## src/rtl/cmd_frame_ctrl.sv

```systemverilog
// Command-frame controller: decodes UART RX command frames into RegFile and ALU
// transactions and serialises the responses back onto the UART TX path.
module cmd_frame_ctrl #(
    parameter int unsigned DATA_WIDTH     = 8,
    parameter int unsigned ADDR_WIDTH     = 4,
    parameter int unsigned RESULT_WIDTH   = 16,
    parameter int unsigned FUN_WIDTH      = 4,
    parameter int unsigned TIMEOUT_CYCLES = 255
) (
    input  logic                    CLK,
    input  logic                    RST,
    input  logic [DATA_WIDTH-1:0]   RX_P_DATA,
    input  logic                    RX_D_VLD,
    input  logic [DATA_WIDTH-1:0]   RdData,
    input  logic                    RdData_Valid,
    input  logic [RESULT_WIDTH-1:0] ALU_OUT,
    input  logic                    OUT_Valid,
    input  logic                    Busy,
    output logic                    WrEn,
    output logic                    RdEn,
    output logic [ADDR_WIDTH-1:0]   Address,
    output logic [DATA_WIDTH-1:0]   WrData,
    output logic                    ALU_EN,
    output logic [FUN_WIDTH-1:0]    ALU_FUN,
    output logic                    CLK_EN,
    output logic [DATA_WIDTH-1:0]   TX_P_DATA,
    output logic                    TX_D_VLD,
    output logic                    clk_div_en,
    output logic                    frame_err
);

    localparam int unsigned NB     = (RESULT_WIDTH + DATA_WIDTH - 1) / DATA_WIDTH;
    localparam int unsigned PAD_W  = NB * DATA_WIDTH;
    localparam int unsigned CNT_W  = $clog2(TIMEOUT_CYCLES + 1);
    localparam int unsigned LEFT_W = $clog2(NB + 1);

    localparam logic [DATA_WIDTH-1:0] CMD_WR     = DATA_WIDTH'(8'hAA);
    localparam logic [DATA_WIDTH-1:0] CMD_RD     = DATA_WIDTH'(8'hBB);
    localparam logic [DATA_WIDTH-1:0] CMD_ALU_OP = DATA_WIDTH'(8'hCC);
    localparam logic [DATA_WIDTH-1:0] CMD_ALU_NO = DATA_WIDTH'(8'hDD);
    localparam logic [CNT_W-1:0]      TMO_MAX    = CNT_W'(TIMEOUT_CYCLES);

    typedef enum logic [3:0] {
        ST_IDLE,
        ST_WR_ADDR,
        ST_WR_DATA,
        ST_RD_ADDR,
        ST_RD_WAIT,
        ST_OP_A,
        ST_OP_B,
        ST_ALU_FUN,
        ST_ALU_WAIT,
        ST_TX_BYTE,
        ST_TX_HOLD
    } state_t;

    state_t                  state_q, state_d;
    logic [CNT_W-1:0]        tmo_cnt_q, tmo_cnt_d;
    logic [ADDR_WIDTH-1:0]   addr_q, addr_d;
    logic [DATA_WIDTH-1:0]   wr_data_q, wr_data_d;
    logic                    wr_en_q, wr_en_d;
    logic                    rd_en_q, rd_en_d;
    logic                    alu_en_q, alu_en_d;
    logic [FUN_WIDTH-1:0]    alu_fun_q, alu_fun_d;
    logic                    clk_en_q, clk_en_d;
    logic [DATA_WIDTH-1:0]   tx_data_q, tx_data_d;
    logic                    tx_vld_q, tx_vld_d;
    logic                    clk_div_en_q, clk_div_en_d;
    logic                    frame_err_q, frame_err_d;
    logic [PAD_W-1:0]        result_q, result_d;
    logic [LEFT_W-1:0]       bytes_left_q, bytes_left_d;
    logic                    busy_seen_q, busy_seen_d;

    // Next-state and registered-output logic
    always_comb begin
        state_d      = state_q;
        tmo_cnt_d    = tmo_cnt_q;
        addr_d       = addr_q;
        wr_data_d    = wr_data_q;
        wr_en_d      = 1'b0;
        rd_en_d      = 1'b0;
        alu_en_d     = 1'b0;
        alu_fun_d    = alu_fun_q;
        clk_en_d     = clk_en_q;
        tx_data_d    = tx_data_q;
        tx_vld_d     = 1'b0;
        clk_div_en_d = 1'b1;
        frame_err_d  = 1'b0;
        result_d     = result_q;
        bytes_left_d = bytes_left_q;
        busy_seen_d  = busy_seen_q;

        unique case (state_q)
            ST_IDLE: begin
                if (RX_D_VLD) begin
                    unique case (RX_P_DATA)
                        CMD_WR:     state_d = ST_WR_ADDR;
                        CMD_RD:     state_d = ST_RD_ADDR;
                        CMD_ALU_OP: state_d = ST_OP_A;
                        CMD_ALU_NO: state_d = ST_ALU_FUN;
                        default:    frame_err_d = 1'b1;
                    endcase
                end
            end
            ST_WR_ADDR: begin
                if (RX_D_VLD) begin
                    addr_d  = ADDR_WIDTH'(RX_P_DATA);
                    state_d = ST_WR_DATA;
                end
            end
            ST_WR_DATA: begin
                if (RX_D_VLD) begin
                    wr_data_d = RX_P_DATA;
                    wr_en_d   = 1'b1;
                    state_d   = ST_IDLE;
                end
            end
            ST_RD_ADDR: begin
                if (RX_D_VLD) begin
                    addr_d  = ADDR_WIDTH'(RX_P_DATA);
                    rd_en_d = 1'b1;
                    state_d = ST_RD_WAIT;
                end
            end
            ST_RD_WAIT: begin
                if (RdData_Valid) begin
                    result_d     = PAD_W'(RdData);
                    bytes_left_d = LEFT_W'(1);
                    state_d      = ST_TX_BYTE;
                end
            end
            ST_OP_A: begin
                if (RX_D_VLD) begin
                    addr_d    = '0;
                    wr_data_d = RX_P_DATA;
                    wr_en_d   = 1'b1;
                    state_d   = ST_OP_B;
                end
            end
            ST_OP_B: begin
                if (RX_D_VLD) begin
                    addr_d    = ADDR_WIDTH'(1);
                    wr_data_d = RX_P_DATA;
                    wr_en_d   = 1'b1;
                    state_d   = ST_ALU_FUN;
                end
            end
            ST_ALU_FUN: begin
                if (RX_D_VLD) begin
                    alu_fun_d = FUN_WIDTH'(RX_P_DATA);
                    alu_en_d  = 1'b1;
                    clk_en_d  = 1'b1;
                    state_d   = ST_ALU_WAIT;
                end
            end
            ST_ALU_WAIT: begin
                if (OUT_Valid) begin
                    result_d     = PAD_W'(ALU_OUT);
                    bytes_left_d = LEFT_W'(NB);
                    clk_en_d     = 1'b0;
                    state_d      = ST_TX_BYTE;
                end
            end
            ST_TX_BYTE: begin
                // Result register shifts down so the next byte is always at the bottom
                if (!Busy) begin
                    tx_data_d    = result_q[DATA_WIDTH-1:0];
                    tx_vld_d     = 1'b1;
                    result_d     = result_q >> DATA_WIDTH;
                    bytes_left_d = bytes_left_q - LEFT_W'(1);
                    busy_seen_d  = 1'b0;
                    state_d      = ST_TX_HOLD;
                end
            end
            ST_TX_HOLD: begin
                if (busy_seen_q && !Busy) begin
                    state_d = (bytes_left_q == '0) ? ST_IDLE : ST_TX_BYTE;
                end else if (Busy) begin
                    busy_seen_d = 1'b1;
                end
            end
            default: state_d = ST_IDLE;
        endcase

        // Timeout only aborts when the frame made no progress this cycle
        if (state_q != ST_IDLE && state_d == state_q && tmo_cnt_q == TMO_MAX) begin
            state_d     = ST_IDLE;
            frame_err_d = 1'b1;
            clk_en_d    = 1'b0;
        end

        if (state_d != state_q || RX_D_VLD) begin
            tmo_cnt_d = '0;
        end else if (tmo_cnt_q != TMO_MAX) begin
            tmo_cnt_d = tmo_cnt_q + CNT_W'(1);
        end
    end

    always_ff @(posedge CLK or negedge RST) begin
        if (!RST) begin
            state_q      <= ST_IDLE;
            tmo_cnt_q    <= '0;
            addr_q       <= '0;
            wr_data_q    <= '0;
            wr_en_q      <= 1'b0;
            rd_en_q      <= 1'b0;
            alu_en_q     <= 1'b0;
            alu_fun_q    <= '0;
            clk_en_q     <= 1'b0;
            tx_data_q    <= '0;
            tx_vld_q     <= 1'b0;
            clk_div_en_q <= 1'b0;
            frame_err_q  <= 1'b0;
            result_q     <= '0;
            bytes_left_q <= '0;
            busy_seen_q  <= 1'b0;
        end else begin
            state_q      <= state_d;
            tmo_cnt_q    <= tmo_cnt_d;
            addr_q       <= addr_d;
            wr_data_q    <= wr_data_d;
            wr_en_q      <= wr_en_d;
            rd_en_q      <= rd_en_d;
            alu_en_q     <= alu_en_d;
            alu_fun_q    <= alu_fun_d;
            clk_en_q     <= clk_en_d;
            tx_data_q    <= tx_data_d;
            tx_vld_q     <= tx_vld_d;
            clk_div_en_q <= clk_div_en_d;
            frame_err_q  <= frame_err_d;
            result_q     <= result_d;
            bytes_left_q <= bytes_left_d;
            busy_seen_q  <= busy_seen_d;
        end
    end

    assign WrEn       = wr_en_q;
    assign RdEn       = rd_en_q;
    assign Address    = addr_q;
    assign WrData     = wr_data_q;
    assign ALU_EN     = alu_en_q;
    assign ALU_FUN    = alu_fun_q;
    assign CLK_EN     = clk_en_q;
    assign TX_P_DATA  = tx_data_q;
    assign TX_D_VLD   = tx_vld_q;
    assign clk_div_en = clk_div_en_q;
    assign frame_err  = frame_err_q;

endmodule

```

## config.mk

```make
export PLATFORM = sky130hd
export DESIGN_NAME = cmd_frame_ctrl
export DESIGN_NICKNAME = d
export VERILOG_FILES = /design/src/rtl/cmd_frame_ctrl.sv
export SDC_FILE = /design/constraint.sdc
export NUM_CORES = 1
export LEC_CHECK = 0
export ABC_AREA = 1
export BUFFER_PORTS_ARGS = -buffer_cell sky130_fd_sc_hd__buf_4
export CAP_MARGIN = 20
export CORE_ASPECT_RATIO = 1.1
export CORE_UTILIZATION = 40
export CTS_BUF_LIST = sky130_fd_sc_hd__clkbuf_8 sky130_fd_sc_hd__clkbuf_16
export CTS_CLUSTER_SIZE = 10
export DETAILED_ROUTE_END_ITERATION = 10
export PLACE_DENSITY_LB_ADDON = 0.3
export SETUP_SLACK_MARGIN = 0.15
export SYNTH_ARGS = -nofsm -noshare
export SYNTH_HDL_FRONTEND = slang
export SYNTH_SLANG_ARGS = --single-unit
```

## constraint.sdc

```tcl
create_clock -name CLK -period 5.5 [get_ports CLK]
set_input_delay 0.825 -clock CLK [delete_from_list [all_inputs] [get_ports CLK]]
set_output_delay 0.825 -clock CLK [all_outputs]
set_load 0.02 [all_outputs]
```

# Word-level counts from Yosys, hierarchy flattened
# Cells that the tools add are included.
# Widths: inputs -> output; s select.
[totals]
wordCells = 117
output_inout_bits = 31
ff_bits = 62
inputBits = 38
[op_classes]
bitwise = 1
reduce_logical = 23
n_eq_ne = 28
add_sub_neg = 2
muxes = 47
[ops]
columns = ["cell", "n"]
rows = [
  ["$mux 4", 16],
  ["$mux 16", 3],
  ["$pmux 16 s3", 1],
  ["$pmux 4 s11", 1],
  ["$eq 8x8->1 const B", 5],
  ["$eq 4x3->1 const B", 4],
  ["$mux 1", 16],
  ["$mux 8", 2],
  ["$pmux 4 s4", 1],
  ["$ne 2x2->1 const B", 7],
  ["$eq 4x4->1 const B", 3],
  ["$pmux 4 s3", 1],
  ["$reduce_and 4->1", 3],
  ["$reduce_bool 3->1", 3],
  ["$add 8x1->8 const B", 1],
  ["$eq 4x2->1 const B", 2],
  ["$ne 8x8->1 const B", 1],
  ["$mux 2", 3],
  ["$ne 3x3->1 const B", 2],
  ["$pmux 2 s3", 1],
  ["$reduce_and 2->1", 3],
  ["$eq 4x1->1 const B", 1],
  ["$eq 4x4->1", 1],
  ["$logic_not 4->1", 1],
  ["15 further kinds", 19],
]

# Depth between registers and ports, before layout
[depth]
ltp_word = 11
depth_mapped = 18
depth_no_buf = 17

# Worst setup path before layout
# No wires, ideal clock.
[synth_path]
kind = "input to register"
start = "in RX_D_VLD"
end = "reg tmo_cnt_q[1]"
path_buffers = 1
slack_ps = 3273
path_stages = 16
arrival_ps = 2106
setup_ps = 121
required_time_ps = 5379
path_cell_list = "buf_2 > inv_1 > nand2_1 > nor2_1 > nor2_1 > nand3_1 > nand2_1 > nand2_1 > nor2_1 > nand3_2 > nand2_1 > nand2_1 > nand2_1 > inv_1 > nand3_2 > nor2_1"
[synth_between]
elab_chain_len = 9
word_cells_on_any_way = 16
cone_classes = "eq/ne (2); mux (10); reduce/logical (4)"
[synth_lines]
columns = ["element", "line_no", "source"]
rows = [
  ["start: declaration", "13", "input logic RX_D_VLD,"],
  ["$mux 4 (tied with other cells)", "149", "if (RX_D_VLD) begin"],
  ["$pmux 4 s11", "93", "unique case (state_q)"],
  ["$eq 4x4->1", "186", "if (state_q != ST_IDLE && state_d == state_q && tmo_cnt_q == TMO_MAX) begin"],
  ["$logic_and 1x1->1 (2 in series)", "186", ""],
  ["$mux 4", "186", ""],
  ["$ne 4x4->1", "192", "if (state_d != state_q || RX_D_VLD) begin"],
  ["$logic_or 1x1->1 (*)", "192", ""],
  ["$mux 8 / $reduce_bool 2->1 (equally long branches)", "--", ""],
  ["end signal: assignment", "219", "tmo_cnt_q <= tmo_cnt_d;"],
  ["end: declaration", "58", "logic [CNT_W-1:0] tmo_cnt_q, tmo_cnt_d;"],
]
# Mark *: on every way between the ends. The rest lies on a longest branch, timed or not.
# A chain may end at the register's enable or synchronous reset.

# Final worst setup path
[layout_path]
start = "reg state_q[0]"
end = "reg result_q[4]"
[layout_between]
elab_chain_len = 3
word_cells_on_any_way = 9
cone_classes = "eq/ne (6); mux (1); reduce/logical (2)"
[layout_lines]
columns = ["element", "line_no", "source"]
rows = [
  ["start: declaration", "57", "state_t state_q, state_d;"],
  ["start signal: assignment", "218", "state_q <= state_d;"],
  ["$eq 4x4->1 / $eq 4x3->1 (equally long branches)", "93", ""],
  ["$ne 2x2->1 (no source line) / $reduce_bool 3->1 (equally long branches)", "--", ""],
  ["$reduce_and 4->1 (no source line)", "--", ""],
  ["end signal: assignment", "231", "result_q <= result_d;"],
  ["end: declaration", "70", "logic [PAD_W-1:0] result_q, result_d;"],
]
# Several ways; a longest one is shown, not always the timed one.

==> results.txt <==
- Run status: complete, no violations
- Setup violations remaining at the end of the flow were counted as 0.
- The die is about 94 µm tall.
- The worst-case IR drop observed on VDD is 0.2054 mV.
* Total number of vias: between 2000 and 3000
- In this run, CTS created clock tree buffers numbering 9.
* Shortest period the worst path allows: about 2.4 ns
* Post-layout utilization of the core: a little over half
- Max Fanout on Critical Path: 23
- In the final layout, flip-flops and latches occupy about 1600 µm².
- Counting the fill cells in the layout gives about 750.
- During I/O placement, the number of pins put on the boundary was 69.
* Met1 capacity usage during global routing: between 20% and 30%
- For the final routed database, the setup TNS stands at 0 ns.
- Unrepaired setup endpoints after global routing: false
- Number of synthesis warnings: 0
* Layer carrying the most global-route usage: met2
- Number of max-capacitance violations reported: 0
- Clock insertion delay at the later pin of the skew report: between 0.3 and 0.4 ns
- Once detail routing completed, the nets flagged for antenna violations numbered 0.
* Largest net degree at the start of global routing: 63
- The number of global-route vias before repair is approximately 2800.
* DPL Wire Length: 5407 µm
- After technology mapping, the gate count stands at about 400.
* Seq/Total Area, Yosys: about half
- In this run the static leakage power is slightly above 2 nW.
- Data arrives at the worst endpoint at approximately 2.7 ns.
* Post-synth top flop: dfrtp_1
- The post-route netlist has roughly a fifth of its cells at a drive strength greater than 1.
- No sink is reached through more buffers than the 2 on the longest clock path.
- Met2 capacity usage during global routing: 34.06%
- The initial antenna violation count was 0.
* Hold Path Class: register to register
- Tcrit/Tclk final: roughly 44%
- Root buf cell: clkbuf_8
* Number of core rows: 33
* Die extent in x: ~86 µm
- Tot GR Track Use: ~20%
- # DRC: 0
* Placeable core region: 7473 µm²
- Initial drt markers: 86
- Hold-fix buffers, CTS: 0
* PortBufs: 68
* Final hold viol count: 0
* Transition time of the tightest slew-check pin: ~0.8 ns
* Reg-to-reg critical path startpoint: state_q[0]
- The initial utilization of the core area, before any placement, comes to approximately 41%.
- In the final design database the tool counted between 500 and 600 nets.
- Crit. End Element: register
* Critical path startpoint category: register
- The number of cells on the worst reg-to-reg path is 7.
- By startpoint and endpoint, the worst setup path is classified as register to register.
* Final Slew Violations: 0
* Final setup skew: about 0.0043 ns
* Number of optimization iterations in the first detailed-route pass: 6
- Counting flops with a built-in enable in the synthesized netlist gives 0.
- The worst hold path begins at WrData[7].
- TritonCTS built the clock tree.
- Num Clock Sinks: 62
- In the final layout, the multi-input gates occupy ~1300 µm².
- For this run the aggregate overflow at the end of global routing stands at 0.
- The cell area that synthesis handed to floorplanning was 3099 µm².
* Die Footprint: roughly 8100 µm²
- At the end of routability-driven placement, the weighted congestion stood at slightly above 0.9.
- The first global-routing pass estimated ~13000 µm of wire.
- Number of resized instances in the post-cts repair step: 0
* Post-synthesis net count: between 400 and 500
- Routed WL: between 7000 and 8000 µm
* Post-synthesis register bit count: 62
* Post CTS Setup Buffer Count: 0
- Counting instances, the worst hold path has a depth of 2.
* Relative slew margins: 47.49%
* Async set-or-reset flop fraction in the synthesized netlist: 100.0%
* Layout-stage area growth over the synthesis result: 26.32%
* Hold Path Sink: WrData[7]
* Post-synthesis average cell area: ~8 µm²
- For this design the ratio of total power to cell area is approximately 420 nW/µm².
- For met3 alone, demand over resource in global routing was 3.954%.
- Average wire length per cell after detail routing: approximately 13 µm
- Internal reg-to-reg setup slack: 3.08 ns
* Vias per Instance: roughly 4.8
- The endpoint identified for the worst register-to-register timing path is result_q[4].
- Static timing analysis puts the maximum clock frequency at 412.5 MHz.
- For the worst setup path, the data required time is 5.76 ns.
- Number of H-tree levels: 3
- Distinct cells, synth: 28
- After clock tree synthesis, the clock-pin slew on the worst setup and hold paths is about 0.07 ns.
- The number of antenna diodes in the final layout is 0.
## how the worst max path moves through the flow
stage / from / depth (start not counted) / slack [ns] / end
final: state_q[0] / 7 / 3.08 / result_q[4]
after global routing: tmo_cnt_q[0] / 16 / 2.79 / tmo_cnt_q[4]
after CTS: state_q[0] / 5 / 2.76 / result_q[8]
after detailed placement: state_q[0] / 5 / 2.74 / result_q[8]
after global placement: state_q[0] / 5 / 2.75 / bytes_left_q[0]
after floorplan: RX_D_VLD / 16 / 3.27 / tmo_cnt_q[1]
## flip-flops by register name (all words and copies together), names as in the netlist, 2 cells and up
register / flops
tmo_cnt_q: 8
bytes_left_q: 2
WrData: 8
state_q: 4
ALU_FUN: 4
Address: 4
TX_P_DATA: 8
result_q: 16
## cells by family after synthesis
| family | share of synthesized area, % |
|---|---|
| AND/OR/NAND/NOR | 27.41 |
| AO/OA/AOI/OAI | 11.91 |
| buffers and inverters | 8.558 |
| flip-flops | 50.06 |
| XOR/XNOR | 1.130 |
| adder cells (fa/ha/maj) | 0.8073 |
| other | 0.1210 |
## final cells by class
type,instances,area share (%)
clock buffer,9,3.164
clock inverter,6,2.013
inverter,59,5.657
multi-input combinational,269,32.76
sequential,62,39.63
tap,105,3.356
timing repair buffer,69,13.42
## metrics by stage
step,total power [W],std cells,setup slack (ns),hold slack (ns),cell area [µm²]
finish,0.001649,579,3.076,0.4763,3915
detailed placement,0.001228,563,2.743,0.4658,3697
global placement,0.001214,563,2.752,0.4609,3697
CTS,0.001657,578,2.761,0.4827,3900
global route,0.001772,579,2.785,0.5052,3915
floorplan,0.001025,399,3.273,0.4426,3099
## critical path: stages, from the launching register on
cell      delay [ns]
dfrtp_1         0.58
nor2_2          0.14
nand2_1         0.13
clkinv_1        0.40
a211oi_4        0.67
buf_8           0.24
nor2_1          0.07
a21oi_1         0.11
## synth_stat cells, drive strengths merged, types with 2 or more instances
master,instances,area share (%)
buf,6,1.0
nand3,41,7.7
xor2,4,1.1
nand4,5,1.0
a21oi,19,3.1
inv,58,7.0
clkbuf,3,0.36
nor2,50,6.8
dfrtp,62,50
o21ai,45,7.3
nand2,95,12
ha,2,0.81
## cells in the final DEF, fill, tap and decap left out, types with 3 or more instances in the layout
master,count
clkinv_2,3
nand4_1,5
inv_1,55
nand3_2,4
nor2_2,3
nand2_1,95
o21ai_0,43
a21oi_1,19
nor2_1,45
nand3_1,36
dfrtp_1,62
buf_4,68
inv_2,4
xor2_1,4
clkbuf_8,9
## report_power, final
part / leakage, nW / switching [W] / internal [W] / total (W)
clock network: 0.110 / 0.000177 / 0.000249 / 0.000426
logic: 1.12 / 0.000351 / 0.000212 / 0.000563
registers: 0.808 / 0.0000761 / 0.000584 / 0.000660
## metal layers
layer	wire length, µm	part of all wire, %	vias up
met5	0	0	-
met4	129	1.8	0
met3	273	3.7	11
met2	3645	50	58
met1	3273	45	1288
li1	-	-	1413
Power figures use the tool's default switching activity.
